===== config.mk =====
export PLATFORM = sky130hd
export DESIGN_NAME = serial_paralelo_rx_flat
export DESIGN_NICKNAME = d
export VERILOG_FILES = /design/src/rtl/phy_pkg.sv /design/src/rtl/serial_paralelo_rx_if.sv /design/src/rtl/serial_paralelo_rx.sv /design/src/flat_wrapper.sv
export SDC_FILE = /design/constraint.sdc
export NUM_CORES = 1
export LEC_CHECK = 0
export ABC_CLOCK_PERIOD_IN_PS = 2600
export CAP_MARGIN = 20
export CORE_ASPECT_RATIO = 1.5
export CORE_MARGIN = 10
export CORE_UTILIZATION = 40
export CTS_CLUSTER_DIAMETER = 80
export DETAILED_ROUTE_END_ITERATION = 8
export DONT_BUFFER_PORTS = 1
export GPL_TIMING_DRIVEN = 1
export SYNTH_ARGS = -nofsm -noshare
export SYNTH_HDL_FRONTEND = slang
export SYNTH_SLANG_ARGS = --single-unit

===== constraint.sdc =====
create_clock -name clk_32f -period 2.6 [get_ports clk_32f]
set_input_delay 0.78 -clock clk_32f [delete_from_list [all_inputs] [get_ports clk_32f]]
set_output_delay 0.78 -clock clk_32f [all_outputs]
set_load 0.1 [all_outputs]

===== src/rtl/phy_pkg.sv =====
`default_nettype none
// ============================================================================
// phy_pkg : line symbols and receiver state encoding shared across the phy
// Revision: 1.0
// ============================================================================
package phy_pkg;

    localparam logic [7:0] PHY_COM = 8'hBC;
    localparam logic [7:0] PHY_IDL = 8'h7C;

    localparam logic [1:0] RX_SEARCH = 2'd0;
    localparam logic [1:0] RX_ALIGN  = 2'd1;
    localparam logic [1:0] RX_LOCKED = 2'd2;

    typedef enum logic [1:0] {
        ST_SEARCH = RX_SEARCH,
        ST_ALIGN  = RX_ALIGN,
        ST_LOCKED = RX_LOCKED
    } rx_state_t;

endpackage
`default_nettype wire


===== src/rtl/serial_paralelo_rx_if.sv =====
`default_nettype none
// ============================================================================
// serial_paralelo_rx_if : serial lane input and recovered byte outputs
// Revision: 1.0
// ============================================================================
interface serial_paralelo_rx_if;

    logic       data_in;
    logic [7:0] data_out;
    logic       valid_out;
    logic       active;
    logic       idle_out;

    modport master (
        output data_in,
        input  data_out,
        input  valid_out,
        input  active,
        input  idle_out
    );

    modport slave (
        input  data_in,
        output data_out,
        output valid_out,
        output active,
        output idle_out
    );

endinterface
`default_nettype wire


===== src/rtl/serial_paralelo_rx.sv =====
`default_nettype none
// ============================================================================
// serial_paralelo_rx : COM-aligned serial-to-parallel byte receiver, one lane
// Revision: 1.0
// ============================================================================
module serial_paralelo_rx
    import phy_pkg::*;
#(
    parameter logic [7:0]  COM      = PHY_COM,
    parameter logic [7:0]  IDL      = PHY_IDL,
    parameter int unsigned BC_COUNT = 4
) (
    input wire logic            clk_32f,
    input wire logic            reset,
    serial_paralelo_rx_if.slave bus
);

    localparam logic [2:0] c_bc_lim = 3'(BC_COUNT);

    rx_state_t  r_state, w_state_n;
    // Only the seven most recent bits are kept; the eighth arrives on data_in.
    logic [6:0] r_sr;
    logic [2:0] r_cnt,   w_cnt_n;
    logic [2:0] r_bc,    w_bc_n;
    logic [7:0] r_data,  w_data_n;
    logic       r_valid, w_valid_n;
    logic       r_active, w_active_n;
    logic       r_idle,  w_idle_n;

    logic [7:0] w_nb;
    logic       w_boundary;

    assign w_nb       = {r_sr, bus.data_in};
    assign w_boundary = (r_cnt == 3'd7);

    always_ff @(posedge clk_32f or negedge reset) begin
        if (!reset) begin
            r_state  <= ST_SEARCH;
            r_sr     <= '0;
            r_cnt    <= '0;
            r_bc     <= '0;
            r_data   <= 8'h00;
            r_valid  <= 1'b0;
            r_active <= 1'b0;
            r_idle   <= 1'b0;
        end else begin
            r_state  <= w_state_n;
            r_sr     <= w_nb[6:0];
            r_cnt    <= w_cnt_n;
            r_bc     <= w_bc_n;
            r_data   <= w_data_n;
            r_valid  <= w_valid_n;
            r_active <= w_active_n;
            r_idle   <= w_idle_n;
        end
    end

    always_comb begin
        w_state_n  = r_state;
        w_cnt_n    = r_cnt + 3'd1;
        w_bc_n     = r_bc;
        w_data_n   = r_data;
        w_valid_n  = r_valid;
        w_active_n = r_active;
        w_idle_n   = r_idle;

        case (r_state)
            ST_SEARCH: begin
                // Sliding match: the edge that completes a COM becomes offset 0.
                w_cnt_n = 3'd0;
                if (w_nb == COM) begin
                    w_bc_n    = 3'd1;
                    w_state_n = ST_ALIGN;
                end
            end
            ST_ALIGN: begin
                if (w_boundary) begin
                    if (w_nb == COM) begin
                        w_bc_n = (r_bc == c_bc_lim) ? r_bc : r_bc + 3'd1;
                        if (r_bc + 3'd1 == c_bc_lim) begin
                            w_state_n  = ST_LOCKED;
                            w_active_n = 1'b1;
                        end
                    end else begin
                        w_state_n = ST_SEARCH;
                        w_bc_n    = 3'd0;
                        w_cnt_n   = 3'd0;
                    end
                end
            end
            ST_LOCKED: begin
                if (w_boundary) begin
                    if (w_nb == COM) begin
                        w_valid_n = 1'b0;
                        w_idle_n  = 1'b0;
                    end else if (w_nb == IDL) begin
                        w_valid_n = 1'b0;
                        w_idle_n  = 1'b1;
                    end else begin
                        w_data_n  = w_nb;
                        w_valid_n = 1'b1;
                        w_idle_n  = 1'b0;
                    end
                end
            end
            default: begin
                w_state_n = ST_SEARCH;
                w_cnt_n   = 3'd0;
                w_bc_n    = 3'd0;
            end
        endcase
    end

    assign bus.data_out  = r_data;
    assign bus.valid_out = r_valid;
    assign bus.active    = r_active;
    assign bus.idle_out  = r_idle;

endmodule
`default_nettype wire


===== src/flat_wrapper.sv =====
// flat-port wrapper written by rule: the top's interface ports become plain ports
module serial_paralelo_rx_flat import phy_pkg::*;
#(
    parameter logic [7:0]  COM      = PHY_COM,
    parameter logic [7:0]  IDL      = PHY_IDL,
    parameter int unsigned BC_COUNT = 4
)
  (clk_32f, reset, bus_data_in, bus_data_out, bus_valid_out, bus_active, bus_idle_out);
  serial_paralelo_rx_if bus_i ();
  input wire logic clk_32f;
  input wire logic reset;
  input wire logic [$bits(bus_i.data_in)-1:0] bus_data_in;
  output wire logic [$bits(bus_i.data_out)-1:0] bus_data_out;
  output wire logic [$bits(bus_i.valid_out)-1:0] bus_valid_out;
  output wire logic [$bits(bus_i.active)-1:0] bus_active;
  output wire logic [$bits(bus_i.idle_out)-1:0] bus_idle_out;
  assign bus_i.data_in = bus_data_in;
  assign bus_data_out = bus_i.data_out;
  assign bus_valid_out = bus_i.valid_out;
  assign bus_active = bus_i.active;
  assign bus_idle_out = bus_i.idle_out;
  serial_paralelo_rx #(.COM(COM), .IDL(IDL), .BC_COUNT(BC_COUNT)) u_core (.clk_32f(clk_32f), .reset(reset), .bus(bus_i));
endmodule

==> flow_summary_export.csv <==
group,metric,value,unit
floorplan,die_area,5550,um^2
sta,grt_setup_unrepaired,"no",
clock_tree,h-tree-depth,1,
floorplan,coreArea,2850,um^2
power,powerDensity,563,nW/um^2
sta,setup_viol_count_final,0,
clock_tree,cts_resized,0,
finish,fin_nets,112,
power,p_total,0.728,mW
synth,syn_nets,105,
route,vias,711,
synth,synthFlopType,"dfrtp_1",
setup_path,crit_end,"bus_data_out[3]",
sta,max_freq,0.500,GHz
sta,finalHoldViolCount,0,
synth,yosysSeqAreaShare,55.4,%
synth,synthTopCellsByArea,"dfrtp_1 55%, ha_1 8.5%, mux2_2 7.7%",
synth,netlist_area,1170,um^2
worst_hold_path,worstHoldPathType,"in -> async",
route,drcViolationCount,0,
grt,grt_pass1_wl,3600,um
setup_path,crit_path_end_kind,"output port",
setup_path,worstSetupStartpointType,"register",
run,drv_cap,0,
synth,synth_cells,94,
synth,ys.warnings.count,0,
clock_tree,postCtsSetupRepairBufs,0,
setup_path,reg2reg_to,"u_core.bus.data_out[3]$_DFFE_PN0P_",
setup_path,cp.arrival,1.22,ns
synth,synth-seq-cells,26,
clock_tree,cts_tree,"yes",
synth,yosys.area.top_type,"dfrtp_1",
setup_path,path_depth,0,
finish,insertedDiodeCount,0,
setup_path,rrSetupSlack,0.88,ns
outcome,status,"completed",
setup_path,crit_type,"reg -> out",
finish,syn_to_final_growth,10.1,%
route,drt-total-wl,2070,um
clock_tree,clock_latency,0.26,ns
grt,grt.total_usage,7.99,%
floorplan,rows,24,
sta,slew_headroom,38.6,%
floorplan,fp.dieH,86.3,um
floorplan,start_util,41.1,%
sta,post-route-period-util,76.9,%
setup_path,cp.required,1.82,ns
route,antenna_left,0,
route,wl_per_cell,14.9,um
place,io_buffers,0,
synth,synth_edf_count,0,
setup_path,worstRegToRegCells,5,
place,gp_congestion,0.724,
floorplan,dieWidth,64.2,um
synth,yosysTopAreaCellShare,55.4,%
clock_tree,clk_pin_slew,0.08,ns
power,peakVddDrop,434,uV
setup_path,rr_startpoint,"u_core.r_state[0]$_DFFE_PN0P_",
synth,yosysUniqueCellTypes,29,
clock_tree,cts_buffers,3,
finish,drive_above_1_share,20.0,%
floorplan,ios,14,
synth,postSynthAreaPerCell,12.5,um^2
sta,drv_slew,0,
clock_tree,hold_buffers,0,
sta,tns,0,ns
clock_tree,cts_num_sinks,26,
setup_path,crit_fanout,2,
grt,grt_max_degree,27,
finish,utilization,45.3,%
sta,worst_pin_slew,0.921,ns
route,via_per_inst,5.12,
synth,synth_async_sr_flop_share,100,%
place,hpwl,1610,um
setup_path,crit_start,"u_core.bus.data_out[3]$_DFFE_PN0P_",
grt,antenna_found_initial,0,
clock_tree,cts_root_buffer,"clkbuf_8",
clock_tree,clk_path_buf_depth,2,
grt,grt_pass1_vias,782,
route,drt_iter0_drc,12,
synth,yosysMostFrequentCell,"dfrtp_1",
grt,gr-total-overflow,0,
finish,fillers,270,
sta,skew,0.00306,ns
synth,netlist_top_cells_count,"26 x dfrtp_1, 8 x ha_1, 8 x mux2_2",
power,leakage,0.608,nW
sta,min_period,2.00,ns
route,first_pass_iters,4,
## cells in the final DEF, fill, tap and decap left out, drive strengths merged, types with 2 or more instances in the layout
cell type  instances
nor2               5
ha                 8
nand3              2
dfrtp             26
inv                7
mux2               8
a31oi              3
and2               2
nand2              6
a21oi              3
o21ai              8
buf                2
xor2               2
clkbuf             4
## final cells by class
type,count,area (um^2),share of cell area (%)
repair buffers,2,15.0,1.16
well taps,39,48.8,3.78
flip-flops and latches,26,651,50.3
clock buffers,4,55.1,4.26
multi-input cells,61,497,38.4
inverters,7,26.3,2.03
## sequential cells by signal (all words and copies together), names as in the netlist
register and flops:
u_core.bus.data_out 8, u_core.r_sr 7, u_core.r_bc 3, u_core.r_cnt 3, u_core.r_state 2, u_core.bus.active 1
u_core.bus.idle_out 1, u_core.bus.valid_out 1
## metal layers
layer,vias up,part of all wire [%],GRT usage (%)
li1,343,-,-
met1,348,40,8.31
met4,0,2.2,4.10
met2,15,51,13.8
met5,-,0,0
met3,5,6.6,2.84
## where the power goes
part	internal, mW	switching, mW	total [mW]	leakage, nW
clock	0.135	0.116	0.251	0.0288
sequential	0.414	0.0178	0.432	0.339
combinational	0.0174	0.0265	0.0439	0.240
## per-stage QoR
step,setup WS (ns),cell area [um^2],hold WS (ns),cells
after floorplan,0.894,1170,0.370,94
after global placement,0.801,1240,0.413,135
after detailed placement,0.756,1240,0.407,135
after CTS,0.578,1290,0.189,139
after global routing,0.568,1290,0.177,139
final,0.600,1290,0.200,139
## cell families (layout without fill, tap and decap cells)
logic type / Yosys count / after routing / synth area share (%)
fa+ha+maj: 8 / 8 / 8.53
flops: 26 / 26 / 55.4
simple gates: 23 / 23 / 12.9
mux: 8 / 8 / 7.68
buf+inv: 7 / 13 / 2.24
compound gates: 20 / 20 / 11.7
xor+xnor: 2 / 2 / 1.49
## worst min path at each step
stage	endpoint	from	slack, ns
finish	u_core.r_cnt[0]$_DFF_PN0_	reset	0.20
detailed placement	u_core.r_sr[1]$_DFF_PN0_	u_core.r_sr[0]$_DFF_PN0_	0.41
global placement	u_core.r_sr[1]$_DFF_PN0_	u_core.r_sr[0]$_DFF_PN0_	0.41
CTS	u_core.r_cnt[0]$_DFF_PN0_	reset	0.19
floorplan	u_core.r_sr[1]$_DFF_PN0_	u_core.r_sr[0]$_DFF_PN0_	0.37
global route	u_core.bus.active$_DFFE_PN0P_	reset	0.18
(Power assumes the default switching activity.)
